$ cat config.mk
export PLATFORM = sky130hd
export DESIGN_NAME = axil_i2c_regs_flat
export DESIGN_NICKNAME = d
export VERILOG_FILES = /design/src/rtl/axil_i2c_regs_if.sv /design/src/rtl/axil_i2c_regs.sv /design/src/flat_wrapper.sv
export SDC_FILE = /design/constraint.sdc
export NUM_CORES = 1
export LEC_CHECK = 0
export CAP_MARGIN = 20
export CORE_ASPECT_RATIO = 1.25
export CORE_MARGIN = 10
export CORE_UTILIZATION = 30
export CTS_CLUSTER_DIAMETER = 150
export DETAILED_ROUTE_END_ITERATION = 6
export PLACE_DENSITY = 0.69
export SETUP_SLACK_MARGIN = 0.2
export SYNTH_ARGS = -nofsm -noshare
export SYNTH_HDL_FRONTEND = slang
export SYNTH_SLANG_ARGS = --single-unit
$ cat constraint.sdc
create_clock -name clk -period 1.6 [get_ports clk]
set_input_delay 0.24 -clock clk [delete_from_list [all_inputs] [get_ports clk]]
set_output_delay 0.24 -clock clk [all_outputs]
set_load 0.05 [all_outputs]
$ cat src/rtl/axil_i2c_regs_if.sv
// axil_i2c_regs_if: AXI-Lite bus (4-bit address, 32-bit data) between host and register block
interface axil_i2c_regs_if;
  logic [3:0]  awaddr;
  logic [2:0]  awprot;
  logic        awvalid;
  logic        awready;
  logic [31:0] wdata;
  logic [3:0]  wstrb;
  logic        wvalid;
  logic        wready;
  logic [1:0]  bresp;
  logic        bvalid;
  logic        bready;
  logic [3:0]  araddr;
  logic [2:0]  arprot;
  logic        arvalid;
  logic        arready;
  logic [31:0] rdata;
  logic [1:0]  rresp;
  logic        rvalid;
  logic        rready;
  modport master (
    output awaddr, awprot, awvalid, wdata, wstrb, wvalid, bready, araddr, arprot, arvalid, rready,
    input  awready, wready, bresp, bvalid, arready, rdata, rresp, rvalid
  );
  modport slave (
    input  awaddr, awprot, awvalid, wdata, wstrb, wvalid, bready, araddr, arprot, arvalid, rready,
    output awready, wready, bresp, bvalid, arready, rdata, rresp, rvalid
  );
endinterface

$ cat src/rtl/axil_i2c_regs.sv
// axil_i2c_regs: AXI-Lite register front end for the I2C master command/tx/rx streams
module axil_i2c_regs #(
  parameter logic [15:0] DEFAULT_PRESCALE = 16'd250
) (
  input  logic           clk,
  input  logic           rst,
  axil_i2c_regs_if.slave bus,
  output logic [6:0]     cmd_address,
  output logic           cmd_start,
  output logic           cmd_read,
  output logic           cmd_write,
  output logic           cmd_write_multiple,
  output logic           cmd_stop,
  output logic           cmd_valid,
  input  logic           cmd_ready,
  output logic [7:0]     data_out,
  output logic           data_out_last,
  output logic           data_out_valid,
  input  logic           data_out_ready,
  input  logic [7:0]     data_in,
  input  logic           data_in_last,
  input  logic           data_in_valid,
  output logic           data_in_ready,
  input  logic           busy,
  input  logic           bus_control,
  input  logic           bus_active,
  input  logic           missed_ack,
  output logic [15:0]    prescale
);
  typedef enum logic [1:0] {W_IDLE, W_ACK, W_RESP} wr_t;
  typedef enum logic [1:0] {R_IDLE, R_ACK, R_DATA} rd_t;
  wr_t ws, ws_n;
  rd_t rs, rs_n;
  logic cmd_full, tx_full, rx_full, rx_last, sticky;
  logic [7:0] rx_byte;
  logic [1:0] wsel, rsel;
  logic we, re, cmd_wr, cmd_take, cmd_drop, tx_wr, tx_take, tx_drop, rx_cap, rx_pop, w1c;
  logic [31:0] status, rd_mux;
  logic unused;
  assign unused = ^{bus.awprot, bus.arprot, bus.awaddr[1:0], bus.araddr[1:0], bus.wdata[31:16], bus.wstrb[3:2]};
  always_ff @(posedge clk) begin
    if (!rst) begin
      ws <= W_IDLE;
      rs <= R_IDLE;
    end else begin
      ws <= ws_n;
      rs <= rs_n;
    end
  end
  always_comb begin
    ws_n = ws;
    rs_n = rs;
    ws_n = ws == W_IDLE ? (bus.awvalid && bus.wvalid ? W_ACK : W_IDLE) :
           ws == W_ACK  ? W_RESP : (bus.bready ? W_IDLE : W_RESP);
    rs_n = rs == R_IDLE ? (bus.arvalid ? R_ACK : R_IDLE) :
           rs == R_ACK  ? R_DATA : (bus.rready ? R_IDLE : R_DATA);
    bus.awready = ws == W_ACK;
    bus.wready  = ws == W_ACK;
    bus.bvalid  = ws == W_RESP;
    bus.arready = rs == R_ACK;
    bus.rvalid  = rs == R_DATA;
  end
  assign bus.rresp = 2'b00;
  assign we = ws == W_ACK;
  assign re = rs == R_ACK;
  assign wsel = bus.awaddr[3:2];
  assign rsel = bus.araddr[3:2];
  // A full holding register still accepts a write if the master drains it on the same edge
  assign cmd_take = cmd_full && cmd_ready;
  assign cmd_wr = we && wsel == 2'd1 && |bus.wstrb[1:0];
  assign cmd_drop = cmd_wr && cmd_full && !cmd_ready;
  assign tx_take = tx_full && data_out_ready;
  assign tx_wr = we && wsel == 2'd2 && bus.wstrb[0];
  assign tx_drop = tx_wr && tx_full && !data_out_ready;
  assign rx_cap = data_in_valid && !rx_full;
  assign rx_pop = re && rsel == 2'd2 && rx_full;
  assign w1c = we && wsel == 2'd0 && bus.wstrb[0] && bus.wdata[3];
  assign cmd_valid = cmd_full;
  assign data_out_valid = tx_full;
  assign data_in_ready = !rx_full;
  assign status = {25'b0, rx_full, tx_full, cmd_full, sticky, bus_active, bus_control, busy};
  assign rd_mux = rsel == 2'd0 ? status :
                  rsel == 2'd2 ? {22'b0, rx_last, rx_full, rx_byte} :
                  rsel == 2'd3 ? {16'b0, prescale} : 32'b0;
  always_ff @(posedge clk) begin
    if (!rst) begin
      {cmd_stop, cmd_write_multiple, cmd_write, cmd_read, cmd_start, cmd_address} <= '0;
      {data_out_last, data_out} <= '0;
      {rx_last, rx_byte} <= '0;
      {cmd_full, tx_full, rx_full, sticky} <= '0;
      prescale <= DEFAULT_PRESCALE;
      bus.bresp <= 2'b00;
      bus.rdata <= 32'b0;
    end else begin
      if (cmd_wr && !cmd_drop)
        {cmd_stop, cmd_write_multiple, cmd_write, cmd_read, cmd_start, cmd_address} <= {bus.wdata[12:8], bus.wdata[6:0]};
      cmd_full <= (cmd_wr && !cmd_drop) || (cmd_full && !cmd_take);
      if (tx_wr && !tx_drop)
        {data_out_last, data_out} <= {bus.wdata[9], bus.wdata[7:0]};
      tx_full <= (tx_wr && !tx_drop) || (tx_full && !tx_take);
      if (rx_cap)
        {rx_last, rx_byte} <= {data_in_last, data_in};
      rx_full <= rx_cap || (rx_full && !rx_pop);
      sticky <= missed_ack || (sticky && !w1c);
      if (we && wsel == 2'd3 && bus.wstrb[0])
        prescale[7:0] <= bus.wdata[7:0];
      if (we && wsel == 2'd3 && bus.wstrb[1])
        prescale[15:8] <= bus.wdata[15:8];
      if (we)
        bus.bresp <= cmd_drop || tx_drop ? 2'b10 : 2'b00;
      if (re)
        bus.rdata <= rd_mux;
    end
  end
endmodule
$ cat src/flat_wrapper.sv
// flat-port wrapper written by rule: the top's interface ports become plain ports
module axil_i2c_regs_flat 
#(
  parameter logic [15:0] DEFAULT_PRESCALE = 16'd250
)
  (clk, rst, cmd_address, cmd_start, cmd_read, cmd_write, cmd_write_multiple, cmd_stop, cmd_valid, cmd_ready, data_out, data_out_last, data_out_valid, data_out_ready, data_in, data_in_last, data_in_valid, data_in_ready, busy, bus_control, bus_active, missed_ack, prescale, bus_awaddr, bus_awprot, bus_awvalid, bus_wdata, bus_wstrb, bus_wvalid, bus_bready, bus_araddr, bus_arprot, bus_arvalid, bus_rready, bus_awready, bus_wready, bus_bresp, bus_bvalid, bus_arready, bus_rdata, bus_rresp, bus_rvalid);
  axil_i2c_regs_if bus_i ();
  input  logic clk;
  input  logic rst;
  output logic [6:0] cmd_address;
  output logic cmd_start;
  output logic cmd_read;
  output logic cmd_write;
  output logic cmd_write_multiple;
  output logic cmd_stop;
  output logic cmd_valid;
  input  logic cmd_ready;
  output logic [7:0] data_out;
  output logic data_out_last;
  output logic data_out_valid;
  input  logic data_out_ready;
  input  logic [7:0] data_in;
  input  logic data_in_last;
  input  logic data_in_valid;
  output logic data_in_ready;
  input  logic busy;
  input  logic bus_control;
  input  logic bus_active;
  input  logic missed_ack;
  output logic [15:0] prescale;
  input wire logic [$bits(bus_i.awaddr)-1:0] bus_awaddr;
  input wire logic [$bits(bus_i.awprot)-1:0] bus_awprot;
  input wire logic [$bits(bus_i.awvalid)-1:0] bus_awvalid;
  input wire logic [$bits(bus_i.wdata)-1:0] bus_wdata;
  input wire logic [$bits(bus_i.wstrb)-1:0] bus_wstrb;
  input wire logic [$bits(bus_i.wvalid)-1:0] bus_wvalid;
  input wire logic [$bits(bus_i.bready)-1:0] bus_bready;
  input wire logic [$bits(bus_i.araddr)-1:0] bus_araddr;
  input wire logic [$bits(bus_i.arprot)-1:0] bus_arprot;
  input wire logic [$bits(bus_i.arvalid)-1:0] bus_arvalid;
  input wire logic [$bits(bus_i.rready)-1:0] bus_rready;
  output wire logic [$bits(bus_i.awready)-1:0] bus_awready;
  output wire logic [$bits(bus_i.wready)-1:0] bus_wready;
  output wire logic [$bits(bus_i.bresp)-1:0] bus_bresp;
  output wire logic [$bits(bus_i.bvalid)-1:0] bus_bvalid;
  output wire logic [$bits(bus_i.arready)-1:0] bus_arready;
  output wire logic [$bits(bus_i.rdata)-1:0] bus_rdata;
  output wire logic [$bits(bus_i.rresp)-1:0] bus_rresp;
  output wire logic [$bits(bus_i.rvalid)-1:0] bus_rvalid;
  assign bus_i.awaddr = bus_awaddr;
  assign bus_i.awprot = bus_awprot;
  assign bus_i.awvalid = bus_awvalid;
  assign bus_i.wdata = bus_wdata;
  assign bus_i.wstrb = bus_wstrb;
  assign bus_i.wvalid = bus_wvalid;
  assign bus_i.bready = bus_bready;
  assign bus_i.araddr = bus_araddr;
  assign bus_i.arprot = bus_arprot;
  assign bus_i.arvalid = bus_arvalid;
  assign bus_i.rready = bus_rready;
  assign bus_awready = bus_i.awready;
  assign bus_wready = bus_i.wready;
  assign bus_bresp = bus_i.bresp;
  assign bus_bvalid = bus_i.bvalid;
  assign bus_arready = bus_i.arready;
  assign bus_rdata = bus_i.rdata;
  assign bus_rresp = bus_i.rresp;
  assign bus_rvalid = bus_i.rvalid;
  axil_i2c_regs #(.DEFAULT_PRESCALE(DEFAULT_PRESCALE)) u_core (.clk(clk), .rst(rst), .bus(bus_i), .cmd_address(cmd_address), .cmd_start(cmd_start), .cmd_read(cmd_read), .cmd_write(cmd_write), .cmd_write_multiple(cmd_write_multiple), .cmd_stop(cmd_stop), .cmd_valid(cmd_valid), .cmd_ready(cmd_ready), .data_out(data_out), .data_out_last(data_out_last), .data_out_valid(data_out_valid), .data_out_ready(data_out_ready), .data_in(data_in), .data_in_last(data_in_last), .data_in_valid(data_in_valid), .data_in_ready(data_in_ready), .busy(busy), .bus_control(bus_control), .bus_active(bus_active), .missed_ack(missed_ack), .prescale(prescale));
endmodule
==> results.toml, run 1 <==
[outcome]
status = "finished clean"

[sta]
setup_tns_ns = 0
slew_violations = 0
finalCritPeriodShare = 0.895
rsz0062_at_grt = "true"
layout_min_cycle_time_ns = 1.43
skew_ns = 0.00788
clock.fmax_ghz = 0.698
setup_violations = 0
hold_violations = 0

[pwr]
cellLeakagePower_nw = 1.84
irDropWorstVdd_mv = 0.496
pwr-share-seq = 0.407
pwr-share-comb = 0.142
p_total_mw = 4.54
p_sw_mw = 1.14
swShare = 0.252
internal-power_mw = 3.39
pwr-share-clk = 0.451
powerDensity_mw_per_mm2 = 1000

[logic_synthesis]
syn_avg_cell_area_um2 = 8.87
synth_area_mm2 = 0.00298
ys_types = 39
synth_top_cell_area_share = 0.477
synthFlopType = "dfxtp_1"
synth_warnings = 0
async_reset_ff_frac = 0
post-synth-top-count-cell = "dfxtp_1"
postSynthCellCount = 336
ys_top_cells_by_area = "dfxtp_1, nand2_1, mux2i_1, buf_4, a21oi_1"
yosys-top-cells-count = "dfxtp_1, nand2_1, a21oi_1"
synth_edf_count = 0
yosysTopAreaCell = "dfxtp_1"
synth_sequential_area_ratio = 0.477
synth_seq_cells = 71

[routing]
dr.pass1.iters = 5
routedWlPerCell_um = 15.8
num_vias = 2718
drc = 0
wirelength_mm = 9.32
viasPerCell = 4.62
drtAntennaViolNets = 0
dr.first_iter.drc_count = 148

[setup_path]
r2r_slack_ns = 0.28
worst_path_max_delay_cell = "dfxtp_4"
rr_startpoint = "u_core.ws[1]"
cp-end-kind = "primary output"
timing.rr.end = "u_core.data_out[5]"
reg2regPathDepth = 4
startpoint_type = "flop"
required_ns = 1.36
cp_slowest_stage_delay_ns = 0.36
crit_buf_inv = 2
cp_cell_sequence = "nand2b_4 -> clkinvlp_4 -> buf_12"
critPathTopFamily = "flip-flops"
cp_max_fo = 5
criticalPathCategory = "reg -> out"
critPathArrivalTime_ns = 1.19

[clock_tree]
postCtsHoldBufs = 0
h-tree-depth = 3
clk_path_buf_depth = 2
cts.sink_count = 71
cts_tree = "done"
cts-root-buf = "clkbuf_16"
cts_buffers = 9
clk_latency_ns = 0.33
path_clk_slew_ns = 0.05

[floorplan]
die_x_um = 109
dieHeight_um = 131
start_util = 0.309
io_pins = 154
fp.dieArea_mm2 = 0.0144
placementRows = 40
core_mm2 = 0.00966

[cells_and_area]
final_nets = 530
stdcell_count = 588
area_growth_pct = 51.6
fill_cells = 922
layout-drive-gt1-share = 0.284
seqCellArea_mm2 = 0.00143
multi_input_area_mm2 = 0.00140
utilization = 0.468
stdcell_area_mm2 = 0.00452
n_antenna_cell = 0

[placement]
placed_area_mm2 = 0.00414
place_hpwl_mm = 7.47
portBuffers = 106
dp_cells = 569
gp_congestion = 0.778

[hold_path]
hp-class = "in -> reg"
min_to = "u_core.ws[0]"
hold_depth = 3
hold_start = "rst"

[grt]
gr-total-overflow = 0
grt_max_degree = 31
first_global_vias = 2720
grt_pass1_wl_mm = 14.7
antenna_found_initial = 0
track_usage = 0.129

[flow_run]
cap_violations = 0
==> cell families after synthesis <==
group | after synthesis | synth area share
flip-flops | 71 | 0.477
other | 1 | 0.00126
AO/OA/AOI/OAI | 68 | 0.138
AND/OR/NAND/NOR | 120 | 0.196
multiplexers | 28 | 0.0969
buffers and inverters | 48 | 0.0915
==> per-layer routing <==
layer,part of all wire,vias to the layer above,track usage
li1,-,1371,-
met1,0.40,1253,0.145
met2,0.49,89,0.207
met3,0.099,5,0.0612
met4,0.0068,0,0.0435
met5,0,-,0
==> registers in the layout, summed over array words and instances (netlist names), 2 cells and up <==
| signal | count |
|---|---|
| u_core.rs | 2 |
| u_core.rx_byte | 8 |
| u_core.bus.rdata | 16 |
| u_core.cmd_address | 7 |
| u_core.prescale | 16 |
| u_core.ws | 2 |
| u_core.data_out | 8 |
==> worst max path at each step <==
stage                  startpoint               endpoint  slack [ns]  depth (start not counted)
detailed placement  bus_awaddr[2]     u_core.data_out[5]       -0.13                          5
finish               u_core.ws[1]            bus_awready        0.17                          3
global placement    bus_awaddr[2]  u_core.cmd_address[6]        -0.1                          5
floorplan            u_core.ws[1]             bus_wready        0.20                          3
global route         u_core.ws[1]            bus_awready         0.1                          3
CTS                  u_core.ws[1]            bus_awready        0.14                          3
==> worst min-delay path, cell delays in order <==
cell and delay, ns:
clkbuf_2 0.10, clkinv_1 0.13, nor2_1 0.06
==> timing repair <==
item | 4_1_cts | 5_1_grt
pin swaps | 0 | 1
resized for setup | 9 | 9
setup endpoints to repair | 26 | 23
setup buffers | 2 | 1
==> area by class of cell <==
class	count	area share
Tap cell	126	0.0349
Clock buffer	13	0.0598
Clock inverter	3	0.00886
Multi-Input combinational cell	235	0.309
Sequential cell	71	0.317
Timing Repair Buffer	135	0.265
Inverter	5	0.00554
==> layout by cell type (no fill, tap or decap), drive strengths merged, types with 14 or more instances in the layout <==
cell	netlist	final
conb	1	19
clkdlybuf4s50	0	42
dfxtp	71	71
o21ai	22	22
clkbuf	15	14
nand3	23	23
nor2	17	17
buf	28	91
a21oi	24	24
mux2i	21	21
nand2	57	57
==> metrics by stage <==
stage	hold WS (ns)	worst slack, ns
6_report	0.245	0.168
5_1_grt	0.263	0.0967
4_1_cts	0.234	0.145
3_5_place_dp	0.453	-0.135
3_3_place_gp	0.441	-0.0974
2_1_floorplan	0.343	0.196
==> power by group through the flow <==
stage | sequential [mW] | clock [mW] | combinational, mW
4_1_cts | 1.85 | 2.11 | 0.641
3_5_place_dp | 1.88 | 0 | 0.631
2_1_floorplan | 1.95 | 0 | 0.332
5_1_grt | 1.85 | 2.19 | 0.686
3_3_place_gp | 1.88 | 0 | 0.627
6_report | 1.85 | 2.05 | 0.643
No activity file was read; power rests on OpenSTA's default activity.
==> run 2, diff against run 1 <==
Settings changed: CTS_CLUSTER_SIZE set to 10.
Clock period 1.6 ns to 1.74 ns, I/O delays scaled along.
==> results.toml, run 2 (synthesis gave the netlist of run 1 again) <==
[cells_and_area]
layout-drive-gt1-share = 0.243
n_antenna_cell = 0
fill_cells = 930
stdcell_area_mm2 = 0.00438
stdcell_count = 578
utilization = 0.453
layout_commonest_cell = "buf_4"
final_nets = 521
final_cell_mix = "buf_4, dfxtp_1, nand2_1"
area_growth_pct = 46.8
largestRegisters = "u_core.bus.rdata: 16 flops, u_core.prescale: 16 flops"

[floorplan]
die_x_um = 109
io_pins = 154
fp.dieArea_mm2 = 0.0144
dieHeight_um = 131
start_util = 0.309
placementRows = 40
core_mm2 = 0.00966

[grt]
antenna_found_initial = 0
grt_max_degree = 36
grt_pass1_wl_mm = 14.4
gr-total-overflow = 0
first_global_vias = 2782
track_usage = 0.127

[placement]
portBuffers = 106
place_hpwl_mm = 7.38
gp_congestion = 0.742
placed_area_mm2 = 0.00407
pre_cts_slack_ns = -0.0407
dp_cells = 561

[sta]
finalCritPeriodShare = 0.837
rsz0062_at_grt = "true"
timing.final.ws_setup_ns = 0.284
skew_ns = 0.00347
hold_violations = 0
clock.fmax_ghz = 0.687
setup_violations = 0
slew_violations = 0
layout_min_cycle_time_ns = 1.46

[routing]
wirelength_mm = 9.32
viasPerCell = 4.66
routedWlPerCell_um = 16.1
num_vias = 2695
drc = 0
drtAntennaViolNets = 0
dr.first_iter.drc_count = 108
dr.pass1.iters = 4

[clock_tree]
clk_latency_ns = 0.33
clk_path_buf_depth = 2
cts-root-buf = "clkbuf_16"
cts.sink_count = 71
cts_tree = "done"
h-tree-depth = 3
cts_buffers = 9
path_clk_slew_ns = 0.05
postCtsHoldBufs = 0

[hold_path]
hold_depth = 3
hp-class = "in -> reg"

[setup_path]
timing.rr.end = "u_core.data_out[3]"
reg2regPathDepth = 4
cp-end-kind = "primary output"
required_ns = 1.48
startpoint_type = "flop"
r2r_slack_ns = 0.33
critPathArrivalTime_ns = 1.19
startpoint = "u_core.rs[1]"
critPathCapture = "bus_arready"
rr_startpoint = "u_core.ws[1]"
cp_max_fo = 9
criticalPathCategory = "reg -> out"

[pwr]
p_total_mw = 3.98
irDropWorstVdd_mv = 0.454
powerDensity_mw_per_mm2 = 910
cellLeakagePower_nw = 1.76

[flow_run]
cap_violations = 0

[outcome]
status = "finished clean"
[run 2: cell types whose count changed in the layout (fill, tap and decap cells not counted), moves of 2 or more]
cell,change
nor2b_1,+2
dfxtp_4,-2
clkbuf_1,+2
buf_4,-9
dfxtp_1,+4
clkinv_2,-2
dfxtp_2,-2
[run 2: layout make-up]
class	instances	area, um2	share of cell area
sequential	71	1420	0.325
multi-input combinational	235	1370	0.313
timing repair buffer	126	1130	0.257
clock buffer	15	278	0.0635
tap	126	158	0.0360
inverter	5	21.3	0.00486
[run 2: worst min path at each step]
stage	from	end	slack [ns]
2_1_floorplan	bus_bready	u_core.ws[1]	0.36
3_3_place_gp	u_core.rx_byte[0]	u_core.rx_byte[0]	0.44
3_5_place_dp	u_core.rx_byte[4]	u_core.rx_byte[4]	0.45
4_1_cts	rst	u_core.cmd_write_multiple	0.32
5_1_grt	rst	u_core.cmd_write	0.33
6_report	rst	u_core.cmd_write	0.33
[run 2: where the power goes]
part	switching [mW]	leakage, nW	total (mW)	internal, mW
combinational	0.356	1.05	0.575	0.219
sequential	0.0302	0.576	1.70	1.67
clock	0.635	0.136	1.71	1.07
total	1.02	1.76	3.98	2.96
[run 2: repair_timing]
item | 4_1_cts | 5_1_grt
buffers inserted | 0 | 2
endpoints found under the hold margin | 0 | 0
gates resized for setup | 5 | 1
setup endpoints to repair | 3 | 3
pin swaps | 0 | 0
[run 2: layer usage]
| layer | GRT usage | routed length, um | vias up |
|---|---|---|---|
| met3 | 0.0568 | 888 | 10 |
| met4 | 0.0514 | 125 | 0 |
| met2 | 0.207 | 4530 | 80 |
| met5 | 0 | 0 | - |
| met1 | 0.138 | 3770 | 1252 |
| li1 | - | - | 1353 |
[run 2: metrics by stage]
stage                     hold slack (ns)  setup TNS [ns]
after CTS                           0.315               0
after global placement              0.439         -0.0712
after global routing                0.329               0
after floorplan                     0.364               0
after detailed placement            0.446          -0.340
final                               0.326               0
[run 2: worst max-delay path, stage by stage (launching register included)]
cell and delay, ns:
dfxtp_1 0.39, nand2b_4 0.22, inv_2 0.10, buf_12 0.16
